<file path="src/rtl/dmem_pkg.sv">
// Shared constants for the data-memory initiator: sign_mask fields,
// RV32I load/store funct3 codes and the initiator state encoding.
package dmem_pkg;

  // sign_mask size field (bits [2:0]) and sign-extend flag (bit 3)
  localparam logic [2:0] SM_BYTE   = 3'b001;
  localparam logic [2:0] SM_HALF   = 3'b011;
  localparam logic [2:0] SM_WORD   = 3'b111;
  localparam logic [3:0] SM_SIGNED = 4'b1000;

  // RV32I load/store funct3 codes
  localparam logic [2:0] F3_B  = 3'b000;
  localparam logic [2:0] F3_H  = 3'b001;
  localparam logic [2:0] F3_W  = 3'b010;
  localparam logic [2:0] F3_BU = 3'b100;
  localparam logic [2:0] F3_HU = 3'b101;

  // Initiator FSM state encoding
  localparam logic [2:0] ST_IDLE       = 3'd0;
  localparam logic [2:0] ST_ACCESS     = 3'd1;
  localparam logic [2:0] ST_CAPTURE    = 3'd2;
  localparam logic [2:0] ST_WRITE_WAIT = 3'd3;
  localparam logic [2:0] ST_ERROR      = 3'd4;

endpackage

</file>
<file path="src/rtl/dmem_req_decode.sv">
// Combinational request decode: funct3 + direction + low address bits
// into the memory sign_mask, plus illegal/misaligned flags.
module dmem_req_decode
  import dmem_pkg::*;
(
  input  logic       i_write,
  input  logic [2:0] i_funct3,
  input  logic [1:0] i_addr_lo,
  output logic [3:0] o_sign_mask,
  output logic       o_illegal,
  output logic       o_misaligned
);

  // Decode size/sign; unsigned forms exist only for loads.
  always_comb begin
    o_sign_mask  = 4'b0000;
    o_illegal    = 1'b0;
    o_misaligned = 1'b0;
    case (i_funct3)
      F3_B: begin
        o_sign_mask = i_write ? {1'b0, SM_BYTE} : (SM_SIGNED | {1'b0, SM_BYTE});
      end
      F3_H: begin
        o_sign_mask  = i_write ? {1'b0, SM_HALF} : (SM_SIGNED | {1'b0, SM_HALF});
        o_misaligned = i_addr_lo[0];
      end
      F3_W: begin
        o_sign_mask  = {1'b0, SM_WORD};
        o_misaligned = |i_addr_lo;
      end
      F3_BU: begin
        if (i_write) o_illegal = 1'b1;
        else         o_sign_mask = {1'b0, SM_BYTE};
      end
      F3_HU: begin
        if (i_write) begin
          o_illegal = 1'b1;
        end else begin
          o_sign_mask  = {1'b0, SM_HALF};
          o_misaligned = i_addr_lo[0];
        end
      end
      default: o_illegal = 1'b1;
    endcase
  end

endmodule

</file>
<file path="src/rtl/data_mem_initiator.sv">
// Pipeline-side master for the data memory port. Takes one load/store at a
// time over valid/ready, sequences the memory's one-cycle read latency and
// its clk_stall write handshake, and returns data or an error flag.
//
// Handshake: a request transfers on a rising clk edge where req_valid and
// req_ready are both high; req_ready is only ever high in IDLE, and the
// requester must hold req_* stable while req_valid is high and req_ready low.
// resp_valid is a single-cycle pulse with no back-pressure.
module data_mem_initiator
  import dmem_pkg::*;
#(
  parameter int STALL_TIMEOUT = 8,
  parameter int ADDR_W        = 32
) (
  input  logic              clk,
  input  logic              reset,
  input  logic              req_valid,
  output logic              req_ready,
  input  logic              req_write,
  input  logic [2:0]        req_funct3,
  input  logic [ADDR_W-1:0] req_addr,
  input  logic [31:0]       req_wdata,
  output logic              resp_valid,
  output logic [31:0]       resp_rdata,
  output logic              resp_err,
  output logic [31:0]       mem_addr,
  output logic [31:0]       mem_write_data,
  output logic              mem_memread,
  output logic              mem_memwrite,
  output logic [3:0]        mem_sign_mask,
  input  logic [31:0]       mem_read_data,
  input  logic              mem_clk_stall,
  output logic [2:0]        dbg_state
);

  localparam int CNT_W = $clog2(STALL_TIMEOUT + 1);

  logic [2:0]       r_state;
  logic [CNT_W-1:0] r_cnt;
  logic             r_seen_stall;
  logic             r_is_write;
  logic             r_req_ready;
  logic             r_resp_valid;
  logic [31:0]      r_resp_rdata;
  logic             r_resp_err;
  logic [31:0]      r_mem_addr;
  logic [31:0]      r_mem_write_data;
  logic             r_mem_memread;
  logic             r_mem_memwrite;
  logic [3:0]       r_mem_sign_mask;

  logic       w_hs;
  logic [3:0] w_sign_mask;
  logic       w_illegal;
  logic       w_misaligned;

  assign w_hs = req_valid & r_req_ready;

  dmem_req_decode u_decode (
    .i_write      (req_write),
    .i_funct3     (req_funct3),
    .i_addr_lo    (req_addr[1:0]),
    .o_sign_mask  (w_sign_mask),
    .o_illegal    (w_illegal),
    .o_misaligned (w_misaligned)
  );

  // FSM plus all registered outputs; strobes and resp pulses default low.
  always_ff @(posedge clk or posedge reset) begin
    if (reset) begin
      r_state          <= ST_IDLE;
      r_cnt            <= '0;
      r_seen_stall     <= 1'b0;
      r_is_write       <= 1'b0;
      r_req_ready      <= 1'b1;
      r_resp_valid     <= 1'b0;
      r_resp_rdata     <= 32'h0;
      r_resp_err       <= 1'b0;
      r_mem_addr       <= 32'h0;
      r_mem_write_data <= 32'h0;
      r_mem_memread    <= 1'b0;
      r_mem_memwrite   <= 1'b0;
      r_mem_sign_mask  <= 4'b0000;
    end else begin
      r_resp_valid   <= 1'b0;
      r_resp_err     <= 1'b0;
      r_mem_memread  <= 1'b0;
      r_mem_memwrite <= 1'b0;
      case (r_state)
        ST_IDLE: begin
          // ready comes back one cycle after the response pulse
          r_req_ready <= ~w_hs;
          if (w_hs) begin
            r_is_write <= req_write;
            if (w_illegal || w_misaligned) begin
              r_state <= ST_ERROR;
            end else begin
              r_mem_addr       <= 32'(req_addr);
              r_mem_sign_mask  <= w_sign_mask;
              r_mem_write_data <= req_wdata;
              r_mem_memwrite   <= req_write;
              r_mem_memread    <= ~req_write;
              r_state          <= ST_ACCESS;
            end
          end
        end
        ST_ACCESS: begin
          r_cnt        <= '0;
          r_seen_stall <= 1'b0;
          r_state      <= r_is_write ? ST_WRITE_WAIT : ST_CAPTURE;
        end
        ST_CAPTURE: begin
          r_resp_valid <= 1'b1;
          r_resp_rdata <= mem_read_data;
          r_state      <= ST_IDLE;
        end
        ST_WRITE_WAIT: begin
          // write completes on the stall falling edge after it was seen high
          if (mem_clk_stall) r_seen_stall <= 1'b1;
          if (r_seen_stall && !mem_clk_stall) begin
            r_resp_valid <= 1'b1;
            r_resp_rdata <= 32'h0;
            r_state      <= ST_IDLE;
          end else if (r_cnt == CNT_W'(STALL_TIMEOUT - 1)) begin
            r_state <= ST_ERROR;
          end else begin
            r_cnt <= r_cnt + CNT_W'(1);
          end
        end
        ST_ERROR: begin
          r_resp_valid <= 1'b1;
          r_resp_err   <= 1'b1;
          r_resp_rdata <= 32'h0;
          r_state      <= ST_IDLE;
        end
        default: r_state <= ST_IDLE;
      endcase
    end
  end

  assign req_ready      = r_req_ready;
  assign resp_valid     = r_resp_valid;
  assign resp_rdata     = r_resp_rdata;
  assign resp_err       = r_resp_err;
  assign mem_addr       = r_mem_addr;
  assign mem_write_data = r_mem_write_data;
  assign mem_memread    = r_mem_memread;
  assign mem_memwrite   = r_mem_memwrite;
  assign mem_sign_mask  = r_mem_sign_mask;
  assign dbg_state      = r_state;

endmodule

</file>
<file path="config.mk">
export PLATFORM = sky130hd
export DESIGN_NAME = data_mem_initiator
export DESIGN_NICKNAME = d
export VERILOG_FILES = /design/src/rtl/dmem_pkg.sv /design/src/rtl/dmem_req_decode.sv /design/src/rtl/data_mem_initiator.sv
export SDC_FILE = /design/constraint.sdc
export NUM_CORES = 1
export LEC_CHECK = 0
export CAP_MARGIN = 30
export CORE_ASPECT_RATIO = 1.1
export CORE_MARGIN = 2
export CORE_UTILIZATION = 40
export CTS_BUF_LIST = sky130_fd_sc_hd__clkbuf_16
export DETAILED_ROUTE_END_ITERATION = 12
export GPL_TIMING_DRIVEN = 0
export PLACE_DENSITY_LB_ADDON = 0.1
export SYNTH_ARGS = -nofsm -noshare
export SYNTH_HDL_FRONTEND = slang
export SYNTH_SLANG_ARGS = --single-unit
</file>
<file path="constraint.sdc">
create_clock -name clk -period 4.2 [get_ports clk]
set_input_delay 0.42 -clock clk [delete_from_list [all_inputs] [get_ports clk]]
set_output_delay 0.42 -clock clk [all_outputs]
set_load 0.02 [all_outputs]
</file>
==> results of run 1 <==
[per-layer routing]
metal | vias to the layer above | routed length [µm] | track usage, %
met1 | 1797 | 4642 | 21.72
li1 | 1680 | - | -
met5 | - | 0 | 0
met4 | 0 | 269 | 7.549
met3 | 19 | 1010 | 8.671
met2 | 134 | 6442 | 35.60
[stage by stage]
step | instance area, µm² | utilization, %
after floorplan | 4677 | -
after global placement | 6977 | 60.99
after detailed placement | 7009 | 61.27
after CTS | 7607 | 66.50
after global routing | 7607 | 66.50
final | 7607 | 66.50
[worst paths after layout]
path / cells past startpoint / end / slack (ns) / from
max reg2reg: 6 / mem_write_data[2]$_DFFE_PP0P_ / 2.24 / dbg_state[0]$_DFFE_PP0P_
min reg2reg: 1 / mem_sign_mask[0]$_DFFE_PP0P_ / 0.46 / mem_sign_mask[0]$_DFFE_PP0P_
min in group clk: 1 / mem_sign_mask[0]$_DFFE_PP0P_ / 0.46 / mem_sign_mask[0]$_DFFE_PP0P_
max in group asynchronous: 3 / req_ready$_DFFE_PP1P_ / 3.12 / reset
max: 7 / mem_write_data[2]$_DFFE_PP0P_ / 2.14 / req_write
min: 2 / mem_addr[4]$_DFFE_PP0P_ / 0.37 / reset
[report_power, final]
| group | total, µW | switching [µW] | internal (µW) |
|---|---|---|---|
| sequential | 1940 | 297 | 1650 |
| clock | 1450 | 477 | 975 |
| combinational | 3000 | 1470 | 1520 |
| total | 6390 | 2250 | 4140 |
[critical path: cells and delay by family]
family / cells / cell delay (ns)
buffers and inverters: 4 / 1.01
muxes: 1 / 0.31
AOI/OAI and AO/OA: 2 / 0.60
[cell usage in the layout, fill, tap and decap left out, types with 3 or more instances in the layout]
cell,count
clkbuf_1,12
nand2_1,6
and2_1,3
clkdlybuf4s50_1,211
a31oi_1,3
clkinv_1,3
buf_4,6
buf_1,3
mux2_2,60
dfrtp_1,113
nor3_1,4
bufinv_16,4
inv_1,4
a21oi_1,4
mux2_4,7
nand2b_1,3
nor4b_1,32
a21o_1,32
clkinv_2,6
clkbuf_16,17
[logic make-up (layout without fill, tap and decap cells)]
family	count (synthesis)	after routing	share of synthesized area [%]
AO/OA/AOI/OAI	52	52	8.534
flip-flops	114	114	61.02
adder cells (fa/ha/maj)	1	1	0.2675
AND/OR/NAND/NOR	62	62	9.845
XOR/XNOR	1	1	0.1873
multiplexers	68	68	16.91
buffers and inverters	29	273	3.236
[flip-flops by register name, indices dropped and copies added, names as in the netlist, 3 cells and up]
name	flops
r_cnt	4
resp_rdata	32
dbg_state	3
mem_sign_mask	4
mem_write_data	32
mem_addr	32
[layout make-up]
type | instances | share of cell area, %
flip-flops and latches | 114 | 37.52
repair buffers | 212 | 28.12
multi-input cells | 184 | 21.97
clock buffers | 17 | 5.592
well taps | 150 | 2.467
clock inverters | 15 | 2.270
plain buffers | 24 | 1.743
inverters | 5 | 0.3125
==> impl_metrics.tcl, run 1 <==
set metrics [dict create \
    status "complete, no violations" \
    cp_slowest_stage_delay_ns 0.52 \
    synth_edf_count 0 \
    hold_violations 0 \
    start_util_pct 40.88 \
    period_minus_slack_ns 2.064 \
    max_clock_freq_ghz 0.4845 \
    critPathCaptureType "flop" \
    setup_ws_ns 2.136 \
    num_rows 41 \
    ys.flop_type "dfrtp_1" \
    grt_util_all_layers_pct 20.43 \
    cts-root-buf "clkbuf_16" \
    ys_types 45 \
    cap_viol_max_count 0 \
    synth_top_area_share_pct 60.46 \
    skew_ns 0.01137 \
    cts_tree "yes" \
    die_w_um 107.1 \
    overflow 0 \
    cts_resized 0 \
    dp_hpwl_mm 9.067 \
    worst_pin_slew_ns 0.5796 \
    cts-hold-fix-buffers 0 \
    final_cells 721 \
    dp_slack_ns 1.689 \
    worst_hold_path_type "primary input to async pin" \
    port_buffers 211 \
    synth-seq-area-share_pct 61.02 \
    synth_seq_cells 114 \
    dr.pass1.iters 5 \
    syn_area_per_cell_um2 14.30 \
    path_class "primary input to flop" \
    layout-drive-gt1-share_pct 19.44 \
    cp_slowest_cell "clkdlybuf4s50_1" \
    antenna_found_initial 0 \
    max-slew-margin-rel_pct 61.36 \
    clock_latency_ns 0.40 \
    synth_area_mm2 0.004677 \
    yosys_warnings 0 \
    routed_wl_mm 12.36 \
    routabilityCongestion 0.7675 \
    ant_nets 0 \
    final-setup-viol-count 0 \
    grt_pass1_wl_mm 19.88 \
    worst_ep_required_time_ns 4.48 \
    synthTopCellsByArea "dfrtp_1 (60%), mux2_2 (14%), nor4b_1 (6.0%), a21o_1 (5.1%), mux2_4 (2.2%)" \
    fillers 851 \
    synth.most_common_cell "dfrtp_1" \
    syn_nets 432 \
    die_area_mm2 0.01257 \
    leakagePower_uw 0.003355 \
    synth_top_cells_by_count "dfrtp_1 (113), mux2_2 (60), a21o_1 (32), nor4b_1 (32), clkbuf_1 (12)" \
    die_h_um 117.4 \
    pin_count 212 \
    peakVddDrop_mv 0.4205 \
    holdWs_ns 0.3657 \
    syn_inst 327 \
    finalPower_uw 6394 \
    seq_area_mm2 0.002854 \
    area_delta_synth_final_pct 62.65 \
    arrival_ns 2.34 \
    grt_pass1_vias 3927 \
    htree_levels 4 \
    postCtsSetupRepairBufs 0 \
    antennaDiodeCount 0 \
    crit_fanout 10 \
    coreArea_mm2 0.01144 \
    finalSetupTns_ns 0 \
    grt_max_degree 84 \
    drv_slew 0 \
    drt_iter0_drc 103 \
    viasPerCell 5.035 \
    min_period_over_period_pct 49.14 \
    cp_cell_sequence "clkdlybuf4s50_1 -> a221oi_2 -> o2111a_1 -> buf_4 -> buf_6 -> buf_8 -> mux2_4" \
    power.density_mw_per_mm2 840.5 \
    routedWlPerCell_um 17.15 \
    synthArstFlopShare_pct 100.0 \
    rsz0062_at_grt "no" \
    final_nets 663 \
    dpl.cell_count 689 \
    synth_top_cell_by_area "dfrtp_1" \
    startpoint_type "primary input" \
    cts.sinks 114 \
    numCtsBuffers 17 \
    drc_errors 0 \
    clockBufferDepth 2 \
    multi_input_area_mm2 0.001672 \
    vias 3630 \
    clkTransAtPathRegs_ns 0.05 \
]
(Power assumes the default switching activity.)
==> inputs of run 2 (changes only) <==
--- a/config.mk
+++ b/config.mk
@@ -8,7 +8,7 @@
 export CAP_MARGIN = 30
 export CORE_ASPECT_RATIO = 1.1
 export CORE_MARGIN = 2
-export CORE_UTILIZATION = 40
+export CORE_UTILIZATION = 38
 export CTS_BUF_LIST = sky130_fd_sc_hd__clkbuf_16
 export DETAILED_ROUTE_END_ITERATION = 12
 export GPL_TIMING_DRIVEN = 0
==> constraint.sdc (replaced) <==
create_clock -name clk -period 1.68 [get_ports clk]
set_input_delay 0.168 -clock clk [delete_from_list [all_inputs] [get_ports clk]]
set_output_delay 0.168 -clock clk [all_outputs]
set_load 0.02 [all_outputs]
==> impl_metrics.tcl, run 2 (same netlist as run 1, synthesis figures left out) <==
set metrics [dict create \
    met3_usage_pct 8.733 \
    rsz0062_at_grt "yes" \
    drv_slew 0 \
    routabilityCongestion 0.8024 \
    clockBufferDepth 2 \
    pin_count 212 \
    startpoint_type "flop" \
    final-setup-viol-count 0 \
    worst_pin_slew_ns 0.7869 \
    critPathCaptureType "flop" \
    viasPerCell 5.038 \
    grt_pass1_vias 4011 \
    antennaDiodeCount 0 \
    max_clock_freq_ghz 0.5961 \
    max-slew-margin-rel_pct 47.43 \
    min_from "req_write" \
    cp_cell_sequence "nor3_4 -> o2111a_1 -> buf_6 -> buf_12 -> buf_12 -> mux2_2" \
    overflow 0 \
    grt_util_all_layers_pct 20.28 \
    top_usage_layer "met2" \
    die_w_um 109.8 \
    num_rows 42 \
    reg2reg_setup_slack_ns 0.002 \
    fillers 917 \
    hold_violations 0 \
    multi_input_area_mm2 0.001856 \
    skew_ns 0.004511 \
    dp_hpwl_mm 9.139 \
    peakVddDrop_mv 1.073 \
    reg2reg_from "dbg_state[1]$_DFFE_PP0P_" \
    r2r_end "mem_addr[9]$_DFFE_PP0P_" \
    cp_num_buf_inv 3 \
    critPathTopFamily "flip-flops" \
    start_util_pct 38.86 \
    numCtsBuffers 17 \
    routedWlPerCell_um 17.65 \
    layout_commonest_cell "clkdlybuf4s50_1" \
    dr.pass1.iters 4 \
    worst_hold_path.num_cells 2 \
    worst_ep_required_time_ns 1.97 \
    layout_common_cells "clkdlybuf4s50_1 (205), dfrtp_1 (110), mux2_2 (49), a21o_1 (32), nor4b_2 (19)" \
    fin_util_pct 66.54 \
    grtUsageMet1_pct 23.01 \
    period_minus_slack_ns 1.678 \
    grt_max_degree 43 \
    drc_errors 0 \
    ant_nets 0 \
    cts_tree "yes" \
    port_buffers 211 \
    coreArea_mm2 0.01203 \
    seq_area_mm2 0.002858 \
    path_class "flop to flop" \
    antenna_found_initial 0 \
    grt_util_met2_pct 33.56 \
    cp_slowest_stage_delay_ns 0.42 \
    layout-drive-gt1-share_pct 27.84 \
    min_period_over_period_pct 99.86 \
    die_h_um 120.4 \
    cts-root-buf "clkbuf_16" \
    rr_worst_depth 6 \
    cts.sinks 114 \
    drt_iter0_drc 103 \
    die_area_mm2 0.01321 \
    cp_slowest_cell "dfrtp_2" \
    routed_wl_mm 12.99 \
    power.density_mw_per_mm2 2043 \
    clock_latency_ns 0.41 \
    whs_endpoint "mem_memread$_DFF_PP0_" \
    crit_top_cell "buf_12" \
    leakagePower_uw 0.003554 \
    area_delta_synth_final_pct 71.21 \
    crit_fanout 10 \
    cap_viol_max_count 0 \
    holdWs_ns 0.1240 \
    clkTransAtPathRegs_ns 0.05 \
    status "complete, no violations" \
    arrival_ns 1.97 \
    worst_hold_path_type "primary input to flop" \
    htree_levels 4 \
    vias 3708 \
    grt_pass1_wl_mm 20.38 \
    final_nets 674 \
]
==> run 2: through the flow <==
stage,power [µW],TNS [ns],worst slack [ns],cell area (µm²),instances
4_1_cts,16170,-1.512,-0.07252,7765,734
3_3_place_gp,12270,-155.37,-1.169,6997,692
5_1_grt,17280,-3.001,-0.08205,8008,736
3_5_place_dp,12460,-44.00,-0.5802,7037,694
2_1_floorplan,8828,-0.09580,-0.01369,4692,327
6_report,16360,0,0.002316,8008,736
==> run 2: layout make-up <==
class | instances | area share [%]
buffer | 24 | 2.609
clock buffer | 17 | 5.313
clock inverter | 15 | 1.828
inverter | 5 | 0.2813
multi-input combinational | 184 | 23.17
sequential | 114 | 35.69
tap | 154 | 2.406
timing repair buffer | 223 | 28.70
==> run 2: worst max path at each step <==
stage,start,to,slack (ns),cells after the start
2_1_floorplan,dbg_state[0]$_DFFE_PP0P_,mem_addr[31]$_DFFE_PP0P_,-0.01,6
3_3_place_gp,reset,dbg_state[1]$_DFFE_PP0P_,-1.17,2
3_5_place_dp,req_write,mem_write_data[31]$_DFFE_PP0P_,-0.58,7
4_1_cts,dbg_state[2]$_DFFE_PP0P_,mem_write_data[13]$_DFFE_PP0P_,-0.07,6
5_1_grt,dbg_state[0]$_DFFE_PP0P_,resp_rdata[16]$_DFFE_PP0P_,-0.08,4
6_report,dbg_state[1]$_DFFE_PP0P_,mem_addr[9]$_DFFE_PP0P_,0.002,6
==> run 2: worst register-to-register path, delay by kind of cell (launching register included) <==
family / cells / cell delay [ns]
AO/OA/AOI/OAI: 1 / 0.21
flip-flops: 1 / 0.42
multiplexers: 1 / 0.33
AND/OR/NAND/NOR: 1 / 0.20
buffers and inverters: 3 / 0.41
==> run 2: where the power goes <==
| part | switching (µW) | internal, µW |
|---|---|---|
| sequential | 771 | 4120 |
| clock | 1270 | 2160 |
| combinational | 3830 | 4200 |
| total | 5870 | 10500 |
==> run 2: metal layers <==
metal | routed length, µm | share of wire [%]
met5 | 0 | 0
met1 | 5066 | 39
met2 | 6621 | 51
met3 | 1087 | 8.4
met4 | 214 | 1.6
==> run 2: timing repair <==
action                     in CTS  in global routing
gates cloned                    2                  1
setup endpoints to repair      98                 96
hold buffers                    0                  0
gates resized for setup        22                 54
pin swaps                       3                  4
setup buffers                   7                  1
==> inputs of run 3 (changes only) <==
--- a/config.mk
+++ b/config.mk
@@ -11,8 +11,10 @@
 export CORE_UTILIZATION = 38
 export CTS_BUF_LIST = sky130_fd_sc_hd__clkbuf_16
 export DETAILED_ROUTE_END_ITERATION = 12
+export GPL_ROUTABILITY_DRIVEN = 0
 export GPL_TIMING_DRIVEN = 0
 export PLACE_DENSITY_LB_ADDON = 0.1
+export SETUP_SLACK_MARGIN = 0.02
 export SYNTH_ARGS = -nofsm -noshare
 export SYNTH_HDL_FRONTEND = slang
 export SYNTH_SLANG_ARGS = --single-unit
==> impl_metrics.tcl, run 3 (same netlist as run 1, synthesis figures left out) <==
set metrics [dict create \
    combinationalPowerShare_pct 49.5 \
    cap_viol_max_count 0 \
    cts-root-buf "clkbuf_16" \
    start_util_pct 38.86 \
    power.density_mw_per_mm2 2052 \
    worst_pin_slew_ns 0.7843 \
    cp_num_buf_inv 2 \
    finalPower_uw 16530 \
    crit_fanout 5 \
    peakVddDrop_mv 1.052 \
    die_w_um 109.8 \
    pin_count 212 \
    layout-drive-gt1-share_pct 27.66 \
    dpl.cell_count 694 \
    holdWs_ns 0.2262 \
    critPathTopFamily "flip-flops" \
    max-slew-margin-rel_pct 47.60 \
    cts_tree "yes" \
    dr.pass1.iters 4 \
    coreArea_mm2 0.01203 \
    setup_ws_ns 0.009276 \
    max_clock_freq_ghz 0.5985 \
    port_buffers 211 \
    cp_slowest_stage_delay_ns 0.42 \
    grt_max_degree 43 \
    worst_hold_path_type "primary input to flop" \
    vias 3717 \
    final_area_mm2 0.008056 \
    pwr-share-seq_pct 29.7 \
    die_area_mm2 0.01321 \
    cp_slowest_cell "dfrtp_2" \
    final_cells 736 \
    antennaDiodeCount 0 \
    htree_levels 4 \
    clock_latency_ns 0.41 \
    dp_slack_ns -0.5802 \
    dp_hpwl_mm 9.139 \
    period_minus_slack_ns 1.671 \
    power_switching_uw 5901 \
    swShare_pct 35.69 \
    skew_ns 0.004915 \
    drc_errors 0 \
    rsz0062_at_grt "yes" \
    fillers 912 \
    num_rows 42 \
    final-setup-viol-count 0 \
    grt_pass1_vias 4016 \
    grt_pass1_wl_mm 20.49 \
    status "complete, no violations" \
    numCtsBuffers 17 \
    overflow 0 \
    critPathCaptureType "flop" \
    internal_power_uw 10630 \
    grt_util_all_layers_pct 20.38 \
    clkTransAtPathRegs_ns 0.05 \
    drt_iter0_drc 103 \
    die_h_um 120.4 \
    antenna_found_initial 0 \
    drv_slew 0 \
    routed_wl_mm 13.01 \
    area_delta_synth_final_pct 72.26 \
    layout_common_cells "clkdlybuf4s50_1 (205), dfrtp_1 (110), mux2_4 (35), a21o_1 (32), mux2_2 (32)" \
    pwr-share-clk_pct 20.8 \
    routedWlPerCell_um 17.67 \
    min_period_over_period_pct 99.45 \
    arrival_ns 1.96 \
    path_class "flop to flop" \
    viasPerCell 5.050 \
    clockBufferDepth 2 \
    cts.sinks 114 \
    place_area_mm2 0.007037 \
    layout_commonest_cell "clkdlybuf4s50_1" \
    hold_violations 0 \
    cp_cell_sequence "nor3_4 -> o2111a_1 -> buf_6 -> bufbuf_16 -> mux2_2" \
    final_nets 674 \
    leakagePower_uw 0.003601 \
    worst_ep_required_time_ns 1.97 \
    ant_nets 0 \
    startpoint_type "flop" \
]
-- run 3: cell count changes in the layout (fill, tap and decap cells not counted), sizes merged --
cell / delta
clkbuf: +2
dlygate4sd2: +1
dlymetal6s2s: -1
buf: -2
-- run 3: final cells by class --
class	count	area [µm²]	area share [%]
buffer	24	220.2	2.733
clock buffer	17	425.4	5.280
clock inverter	15	146.4	1.817
inverter	5	22.52	0.2795
multi-input combinational	184	1907	23.67
sequential	114	2858	35.47
tap	154	192.7	2.392
timing repair buffer	223	2285	28.36
-- run 3: worst paths after layout --
kind	startpoint	end	slack (ns)	cells after the start
setup / recovery	dbg_state[1]$_DFFE_PP0P_	mem_addr[24]$_DFFE_PP0P_	0.009	5
hold / removal	req_write	mem_memread$_DFF_PP0_	0.23	2
setup reg to reg	dbg_state[1]$_DFFE_PP0P_	mem_addr[24]$_DFFE_PP0P_	0.009	5
hold reg to reg	mem_sign_mask[0]$_DFFE_PP0P_	mem_sign_mask[0]$_DFFE_PP0P_	0.46	1
max in group asynchronous	reset	req_ready$_DFFE_PP1P_	0.72	3
min in group asynchronous	reset	mem_write_data[0]$_DFFE_PP0P_	0.25	2
-- run 3: power groups by stage --
stage | Sequential, µW | Clock, µW | Combinational [µW]
2_1_floorplan | 6430 | 0 | 2400
6_report | 4900 | 3440 | 8190
3_3_place_gp | 4840 | 0 | 7430
4_1_cts | 4900 | 3500 | 7840
3_5_place_dp | 4920 | 0 | 7540
5_1_grt | 5080 | 3640 | 8720
-- run 3: per-stage QoR --
stage	utilization, %	setup TNS [ns]
global placement	58.14	-155.37
finish	66.95	0
detailed placement	58.47	-44.00
global route	66.95	-2.168
CTS	64.83	-1.085
floorplan	-	-0.09580
-- run 3: worst register-to-register path, stage by stage, from the launching register on --
cell and delay, ns:
dfrtp_2 0.42, nor3_4 0.20, o2111a_1 0.21, buf_6 0.14, bufbuf_16 0.27, mux2_2 0.32
-- run 3: what timing repair did --
action / in CTS / in global routing
pin swaps: 3 / 2
setup endpoints to repair: 98 / 100
buffers inserted: 7 / 1
gates resized for setup: 31 / 69
cloned: 2 / 0
hold buffers: 0 / 0
-- run 3: per-layer routing --
layer	vias up	wire length, µm	global-route usage (%)
li1	1693	-	-
met1	1862	5045	23.23
met2	143	6602	33.64
met3	19	1134	8.787
met4	0	225	7.674
met5	-	0	0
